==> src/rtl/alu_arbiter_if.sv <==
// rtl/alu_arbiter_if.sv - requester, shared-ALU and response signals of the ALU arbiter
interface alu_arbiter_if #(
  parameter int W = 32
);
  // Requester 0
  logic         req0_valid;
  logic         req0_ready;
  logic [W-1:0] req0_a;
  logic [W-1:0] req0_b;
  logic [3:0]   req0_sel;
  // Requester 1
  logic         req1_valid;
  logic         req1_ready;
  logic [W-1:0] req1_a;
  logic [W-1:0] req1_b;
  logic [3:0]   req1_sel;
  // Shared ALU drive and its registered result
  logic [W-1:0] alu_a;
  logic [W-1:0] alu_b;
  logic [3:0]   alu_sel;
  logic [W-1:0] alu_out;
  logic         alu_ovf;
  // Response
  logic         rsp_valid;
  logic         rsp_ready;
  logic         rsp_id;
  logic         rsp_err;
  logic         rsp_ovf;
  logic [W-1:0] rsp_data;
  logic         busy;

  // Environment side: requesters, ALU and response consumer
  modport master (
    output req0_valid, req0_a, req0_b, req0_sel,
    output req1_valid, req1_a, req1_b, req1_sel,
    output alu_out, alu_ovf, rsp_ready,
    input  req0_ready, req1_ready,
    input  alu_a, alu_b, alu_sel,
    input  rsp_valid, rsp_id, rsp_err, rsp_ovf, rsp_data, busy
  );

  // Arbiter side
  modport slave (
    input  req0_valid, req0_a, req0_b, req0_sel,
    input  req1_valid, req1_a, req1_b, req1_sel,
    input  alu_out, alu_ovf, rsp_ready,
    output req0_ready, req1_ready,
    output alu_a, alu_b, alu_sel,
    output rsp_valid, rsp_id, rsp_err, rsp_ovf, rsp_data, busy
  );
endinterface

==> src/rtl/alu_arbiter.sv <==
// rtl/alu_arbiter.sv - round-robin arbiter sharing one registered ALU between two requesters
module alu_arbiter #(
  parameter int W = 32
) (
  input  logic         clk,
  input  logic         rst_n,
  alu_arbiter_if.slave bus
);

  typedef enum logic [1:0] {
    IDLE = 2'd0,
    EXEC = 2'd1,
    RESP = 2'd2
  } state_t;

  // alu_sel value that makes the ALU hold its result
  localparam logic [3:0] SEL_HOLD = 4'b1111;
  // Highest legal opcode (SUB)
  localparam logic [3:0] SEL_MAX  = 4'd4;
  // The ALU result is sampled after the operands have been held for three cycles
  localparam logic [1:0] CNT_LAST = 2'd2;

  state_t       r_state;
  logic [1:0]   r_cnt;
  logic         r_last;          // requester served most recently
  logic         r_out_of_reset;  // keeps ready low in the first cycle after reset release
  logic [W-1:0] r_alu_a;
  logic [W-1:0] r_alu_b;
  logic [3:0]   r_alu_sel;
  logic         r_rsp_valid;
  logic         r_rsp_id;
  logic         r_rsp_err;
  logic         r_rsp_ovf;
  logic [W-1:0] r_rsp_data;
  logic         r_busy;

  logic         w_open;
  logic         w_grant0;
  logic         w_grant1;
  logic         w_xfer0;
  logic         w_xfer1;
  logic         w_xfer;
  logic [W-1:0] w_a;
  logic [W-1:0] w_b;
  logic [3:0]   w_sel;

  // Acceptance is only possible in IDLE; with both requesters valid the one not
  // served last wins, so the grant is re-evaluated every IDLE cycle without locking.
  assign w_open   = r_out_of_reset && (r_state == IDLE);
  assign w_grant0 = bus.req0_valid && (!bus.req1_valid || r_last);
  assign w_grant1 = bus.req1_valid && (!bus.req0_valid || !r_last);

  assign bus.req0_ready = w_open && w_grant0;
  assign bus.req1_ready = w_open && w_grant1;

  assign w_xfer0 = bus.req0_valid && bus.req0_ready;
  assign w_xfer1 = bus.req1_valid && bus.req1_ready;
  assign w_xfer  = w_xfer0 || w_xfer1;

  assign w_a   = w_xfer1 ? bus.req1_a   : bus.req0_a;
  assign w_b   = w_xfer1 ? bus.req1_b   : bus.req0_b;
  assign w_sel = w_xfer1 ? bus.req1_sel : bus.req0_sel;

  assign bus.alu_a     = r_alu_a;
  assign bus.alu_b     = r_alu_b;
  assign bus.alu_sel   = r_alu_sel;
  assign bus.rsp_valid = r_rsp_valid;
  assign bus.rsp_id    = r_rsp_id;
  assign bus.rsp_err   = r_rsp_err;
  assign bus.rsp_ovf   = r_rsp_ovf;
  assign bus.rsp_data  = r_rsp_data;
  assign bus.busy      = r_busy;

  // Operation FSM: accept, drive the ALU for three cycles, hold the response until taken
  always_ff @(posedge clk or negedge rst_n) begin
    if (!rst_n) begin
      r_state        <= IDLE;
      r_cnt          <= 2'd0;
      r_last         <= 1'b1;
      r_out_of_reset <= 1'b0;
      r_alu_a        <= '0;
      r_alu_b        <= '0;
      r_alu_sel      <= SEL_HOLD;
      r_rsp_valid    <= 1'b0;
      r_rsp_id       <= 1'b0;
      r_rsp_err      <= 1'b0;
      r_rsp_ovf      <= 1'b0;
      r_rsp_data     <= '0;
      r_busy         <= 1'b0;
    end else begin
      r_out_of_reset <= 1'b1;
      case (r_state)
        IDLE: begin
          if (w_xfer) begin
            r_rsp_id <= w_xfer1;
            r_busy   <= 1'b1;
            if (w_sel <= SEL_MAX) begin
              r_state   <= EXEC;
              r_cnt     <= 2'd0;
              r_alu_a   <= w_a;
              r_alu_b   <= w_b;
              r_alu_sel <= w_sel;
            end else begin
              // Illegal opcode: answer at once, the ALU is never driven
              r_state     <= RESP;
              r_rsp_valid <= 1'b1;
              r_rsp_err   <= 1'b1;
              r_rsp_ovf   <= 1'b0;
              r_rsp_data  <= '0;
            end
          end
        end
        EXEC: begin
          if (r_cnt == CNT_LAST) begin
            r_state     <= RESP;
            r_rsp_valid <= 1'b1;
            r_rsp_err   <= 1'b0;
            r_rsp_ovf   <= bus.alu_ovf;
            r_rsp_data  <= bus.alu_out;
            r_alu_a     <= '0;
            r_alu_b     <= '0;
            r_alu_sel   <= SEL_HOLD;
          end else begin
            r_cnt <= r_cnt + 2'd1;
          end
        end
        RESP: begin
          if (bus.rsp_ready) begin
            r_state     <= IDLE;
            r_rsp_valid <= 1'b0;
            r_busy      <= 1'b0;
            r_last      <= r_rsp_id;
          end
        end
        default: begin
          r_state     <= IDLE;
          r_rsp_valid <= 1'b0;
          r_busy      <= 1'b0;
          r_alu_a     <= '0;
          r_alu_b     <= '0;
          r_alu_sel   <= SEL_HOLD;
        end
      endcase
    end
  end

endmodule

==> src/flat_wrapper.sv <==
// flat-port wrapper written by rule: the top's interface ports become plain ports
module alu_arbiter_flat 
#(
  parameter int W = 32
)
  (clk, rst_n, bus_req0_valid, bus_req0_a, bus_req0_b, bus_req0_sel, bus_req1_valid, bus_req1_a, bus_req1_b, bus_req1_sel, bus_alu_out, bus_alu_ovf, bus_rsp_ready, bus_req0_ready, bus_req1_ready, bus_alu_a, bus_alu_b, bus_alu_sel, bus_rsp_valid, bus_rsp_id, bus_rsp_err, bus_rsp_ovf, bus_rsp_data, bus_busy);
  alu_arbiter_if #(.W(W)) bus_i ();
  input  logic clk;
  input  logic rst_n;
  input wire logic [$bits(bus_i.req0_valid)-1:0] bus_req0_valid;
  input wire logic [$bits(bus_i.req0_a)-1:0] bus_req0_a;
  input wire logic [$bits(bus_i.req0_b)-1:0] bus_req0_b;
  input wire logic [$bits(bus_i.req0_sel)-1:0] bus_req0_sel;
  input wire logic [$bits(bus_i.req1_valid)-1:0] bus_req1_valid;
  input wire logic [$bits(bus_i.req1_a)-1:0] bus_req1_a;
  input wire logic [$bits(bus_i.req1_b)-1:0] bus_req1_b;
  input wire logic [$bits(bus_i.req1_sel)-1:0] bus_req1_sel;
  input wire logic [$bits(bus_i.alu_out)-1:0] bus_alu_out;
  input wire logic [$bits(bus_i.alu_ovf)-1:0] bus_alu_ovf;
  input wire logic [$bits(bus_i.rsp_ready)-1:0] bus_rsp_ready;
  output wire logic [$bits(bus_i.req0_ready)-1:0] bus_req0_ready;
  output wire logic [$bits(bus_i.req1_ready)-1:0] bus_req1_ready;
  output wire logic [$bits(bus_i.alu_a)-1:0] bus_alu_a;
  output wire logic [$bits(bus_i.alu_b)-1:0] bus_alu_b;
  output wire logic [$bits(bus_i.alu_sel)-1:0] bus_alu_sel;
  output wire logic [$bits(bus_i.rsp_valid)-1:0] bus_rsp_valid;
  output wire logic [$bits(bus_i.rsp_id)-1:0] bus_rsp_id;
  output wire logic [$bits(bus_i.rsp_err)-1:0] bus_rsp_err;
  output wire logic [$bits(bus_i.rsp_ovf)-1:0] bus_rsp_ovf;
  output wire logic [$bits(bus_i.rsp_data)-1:0] bus_rsp_data;
  output wire logic [$bits(bus_i.busy)-1:0] bus_busy;
  assign bus_i.req0_valid = bus_req0_valid;
  assign bus_i.req0_a = bus_req0_a;
  assign bus_i.req0_b = bus_req0_b;
  assign bus_i.req0_sel = bus_req0_sel;
  assign bus_i.req1_valid = bus_req1_valid;
  assign bus_i.req1_a = bus_req1_a;
  assign bus_i.req1_b = bus_req1_b;
  assign bus_i.req1_sel = bus_req1_sel;
  assign bus_i.alu_out = bus_alu_out;
  assign bus_i.alu_ovf = bus_alu_ovf;
  assign bus_i.rsp_ready = bus_rsp_ready;
  assign bus_req0_ready = bus_i.req0_ready;
  assign bus_req1_ready = bus_i.req1_ready;
  assign bus_alu_a = bus_i.alu_a;
  assign bus_alu_b = bus_i.alu_b;
  assign bus_alu_sel = bus_i.alu_sel;
  assign bus_rsp_valid = bus_i.rsp_valid;
  assign bus_rsp_id = bus_i.rsp_id;
  assign bus_rsp_err = bus_i.rsp_err;
  assign bus_rsp_ovf = bus_i.rsp_ovf;
  assign bus_rsp_data = bus_i.rsp_data;
  assign bus_busy = bus_i.busy;
  alu_arbiter #(.W(W)) u_core (.clk(clk), .rst_n(rst_n), .bus(bus_i));
endmodule
==> config.mk <==
export PLATFORM = sky130hd
export DESIGN_NAME = alu_arbiter_flat
export DESIGN_NICKNAME = d
export VERILOG_FILES = /design/src/rtl/alu_arbiter_if.sv /design/src/rtl/alu_arbiter.sv /design/src/flat_wrapper.sv
export SDC_FILE = /design/constraint.sdc
export NUM_CORES = 1
export LEC_CHECK = 0
export CORE_AREA = 2 2 110 112
export CTS_BUF_LIST = sky130_fd_sc_hd__clkbuf_8
export DETAILED_ROUTE_END_ITERATION = 16
export DIE_AREA = 0 0 112 114
export DONT_BUFFER_PORTS = 1
export GPL_ROUTABILITY_DRIVEN = 0
export SLEW_MARGIN = 0
export SYNTH_ARGS = -nofsm -noshare
export SYNTH_HDL_FRONTEND = slang
export SYNTH_SLANG_ARGS = --single-unit
==> constraint.sdc <==
create_clock -name clk -period 2.8 [get_ports clk]
set_clock_uncertainty 0.15 [all_clocks]
set_input_delay 0.56 -clock clk [delete_from_list [all_inputs] [get_ports clk]]
set_output_delay 0.56 -clock clk [all_outputs]
set_load 0.02 [all_outputs]
==> out/qor.txt <==
Status -> complete, but fails checks
Failing checks -> hold timing
DR iter-0 viols -> 259
Total Nets Final -> 727
VDD IR max -> 0.452 mV
R2R Path End -> u_core.bus.alu_sel[1]
Setup_tns -> 0 ps
Unrepaired setup endpoints after global routing -> false
Die W -> 112 um
Core area -> 11,700 sq um
P per Cell Area -> 1100 nW/um^2
Post-Syn Instances -> 577
DP Cell Count -> 688
Post-Route WL -> 13.6 mm
TritonCTS Buffers -> 9
WL met2 -> 6.90 mm
Number of routed nets with antenna violations -> 0
Worst min path class -> primary input to async pin
Dominant cell type by area after synthesis -> dfrtp_1
Sequential fraction of the synthesis area -> 51.9%
Initial core utilization -> 45.8%
CTS root buffer -> clkbuf_8
Area grow syn2layout -> 6.28%
CTS Buffer Depth -> 2
Tot GR Track Use -> 20.9%
I/O Buffers -> 0
Chip Height -> 114 um
Worst-margin pin slew -> 605 ps
DR top layer -> met4
Flops & latches, synth -> 111
DRC -> 0
CTS tree -> built
Die area -> 12,800 sq um
M1 WL -> 5.14 mm
Syn_area_per_cell -> 9.29 sq um
Int Pwr -> 3450 uW
Clk_lat worst skew -> 370 ps
Cell Count, Final, Fillers Out -> 706
Crit Path Class -> register to output pin
Rows -> 40
Setup Buffers After CTS -> 0
Min cycle time layout -> 2540 ps
Rel. slew slack -> 59.7%
Final Hold Viols -> 111
Arr. time, crit path -> 1830 ps
MaxCap Viol Count -> 0
Final setup viols -> 0
First-pass GRT wire length -> 21.3 mm
CP required -> 2090 ps
Global route overflow -> 0
Via count -> 4,089
Fin. max-slew vios -> 0
Final HPWL DP -> 9.51 mm
CP Max Fanout -> 44
LEAKAGE -> 0.00253 uW
Routed met3 length -> 1.25 mm
Placed Area -> 5480 sq um
Comb power frac -> 32.0%
Fin crit share -> 90.7%
F_max -> 0.394 GHz
CP startpoint kind -> register
Cell Area, Synth -> 5360 sq um
Initial antenna violation count -> 2
Synthesized net count -> 752
Post-CTS resize count -> 0
Power share of the sequential group -> 51.8%
Reg-to-Reg Start -> u_core.r_state[0]
Via density -> 5.79
Endpoint class of the critical path -> output pin
Fill cell count -> 1,141
Warnings, synthesis -> 0
R2R Setup Slk -> 540 ps
Largest net degree at the start of global routing -> 112
Final instance area -> 5700 sq um
Ports -> 281
Clock power frac -> 16.2%
Drt first pass iters -> 4
Top cells by area, synth -> dfrtp_1 (49%), and3_1 (7.5%), mux2i_1 (6.9%), o21ai_1 (6.8%), a21oi_1 (6.3%)
Vias in the first global route -> 4,013
Clk slew on worst S/H paths -> 100 ps
Ratio of cells with drive above 1 in the final layout -> 8.62%
Top cell type's share of synthesized area -> 49.5%
Yosys cell types -> 42
Cells on worst reg2reg path -> 7
H-tree levels -> 3
DR WL/cell -> 19.2 um
Sw Ratio -> 44.8%
Final hold slack -> -273 ps
Net Sw Power -> 2800 uW
Clk sinks -> 111
==> critical path, cell delays in order, from the launching register on <==
cell	delay, ps
dfrtp_1	450
nor4bb_4	380
nand2_2	110
inv_2	110
buf_4	410
==> power by group through the flow <==
| stage | clock network [uW] | logic [uW] | registers (uW) |
|---|---|---|---|
| floorplan | 0 | 1630 | 3100 |
| CTS | 1030 | 2020 | 3250 |
| global route | 1100 | 2280 | 3310 |
| finish | 1010 | 2000 | 3240 |
| global placement | 0 | 1950 | 3280 |
| detailed placement | 0 | 2020 | 3270 |
==> worst max path at each step <==
stage,start,endpoint,slack [ps],cells past startpoint
finish,u_core.r_state[0],bus_req1_ready,260,4
global placement,bus_req1_valid,u_core.bus.alu_sel[0],520,7
global route,u_core.r_state[0],bus_req1_ready,100,4
detailed placement,bus_req1_valid,u_core.bus.alu_sel[2],460,7
floorplan,u_core.r_state[1],bus_req0_ready,640,3
CTS,u_core.r_state[0],bus_req1_ready,230,4
==> area by class of cell <==
type,count,area [sq um],area share [%]
Clock buffer,12,165,2.90
Antenna cell,2,5.00,0.0878
Sequential cell,111,2780,48.9
Multi-Input combinational cell,373,2220,38.9
Inverter,41,154,2.70
Timing Repair Buffer,16,145,2.55
Tap cell,147,184,3.23
Clock inverter,4,45.0,0.791
==> per-layer routing <==
metal  track usage [%]  up-vias
li1                  -     1943
met1              24.2     1952
met2              36.4      174
met3              6.27       20
met4              8.62        0
met5                 0        -
==> cells in the mapped netlist (all sizes together) <==
master / n
o21ai: 133
dfrtp: 106
a21oi: 68
and3: 64
inv: 41
nand2: 38
clkbuf: 37
mux2i: 37
buf: 15
dfstp: 5
a2bb2oi: 3
nand2b: 3
nor2: 3
nor2b: 2
o22ai: 2
or2: 2
a211o: 1
a21boi: 1
a21o: 1
a221oi: 1
a31oi: 1
conb: 1
ha: 1
mux2: 1
nand3: 1
nand4b: 1
nor3: 1
nor4: 1
nor4bb: 1
o211ai: 1
o21a: 1
o311a: 1
o31a: 1
o31ai: 1
==> metrics by stage <==
stage / total power (uW) / utilization [%] / setup WS [ps] / hold slack [ps]
global route: 6680 / 48.7 / 99.6 / -303
CTS: 6300 / 48.6 / 232 / -298
global placement: 5220 / 46.8 / 515 / 117
finish: 6250 / 48.7 / 259 / -273
floorplan: 4740 / - / 641 / 114
detailed placement: 5300 / 46.8 / 463 / 117
==> registers in the layout, summed over array words and instances, names as in the netlist, 2 cells and up <==
signal / cells
u_core.r_state: 2
u_core.r_cnt: 2
u_core.bus.rsp_data: 32
u_core.bus.alu_a: 32
u_core.bus.alu_sel: 4
u_core.bus.alu_b: 32
==> cells in the final DEF (no fill, tap or decap), types with 2 or more instances in the layout <==
cell / count
dfrtp_1: 106
o21ai_1: 72
a21oi_1: 68
and3_1: 64
o21ai_0: 60
inv_1: 41
nand2_1: 37
mux2i_1: 37
buf_4: 14
clkbuf_8: 12
dfstp_2: 5
a2bb2oi_1: 3
diode_2: 2
inv_2: 2
or2_2: 2
nor2_1: 2
nand2b_1: 2
o22ai_1: 2
buf_12: 2
==> cells by family (layout without fill, tap and decap cells) <==
| kind of cell | count (synthesis) | in the layout | share of synthesized area [%] |
|---|---|---|---|
| buf+inv | 93 | 73 | 7.37 |
| fa+ha+maj | 1 | 1 | 0.233 |
| simple gates | 117 | 117 | 12.2 |
| flops | 111 | 111 | 51.9 |
| mux | 38 | 38 | 7.12 |
| other cells | 1 | 3 | 0.0699 |
| compound gates | 216 | 216 | 21.1 |
No activity file was read; power rests on OpenSTA's default activity.
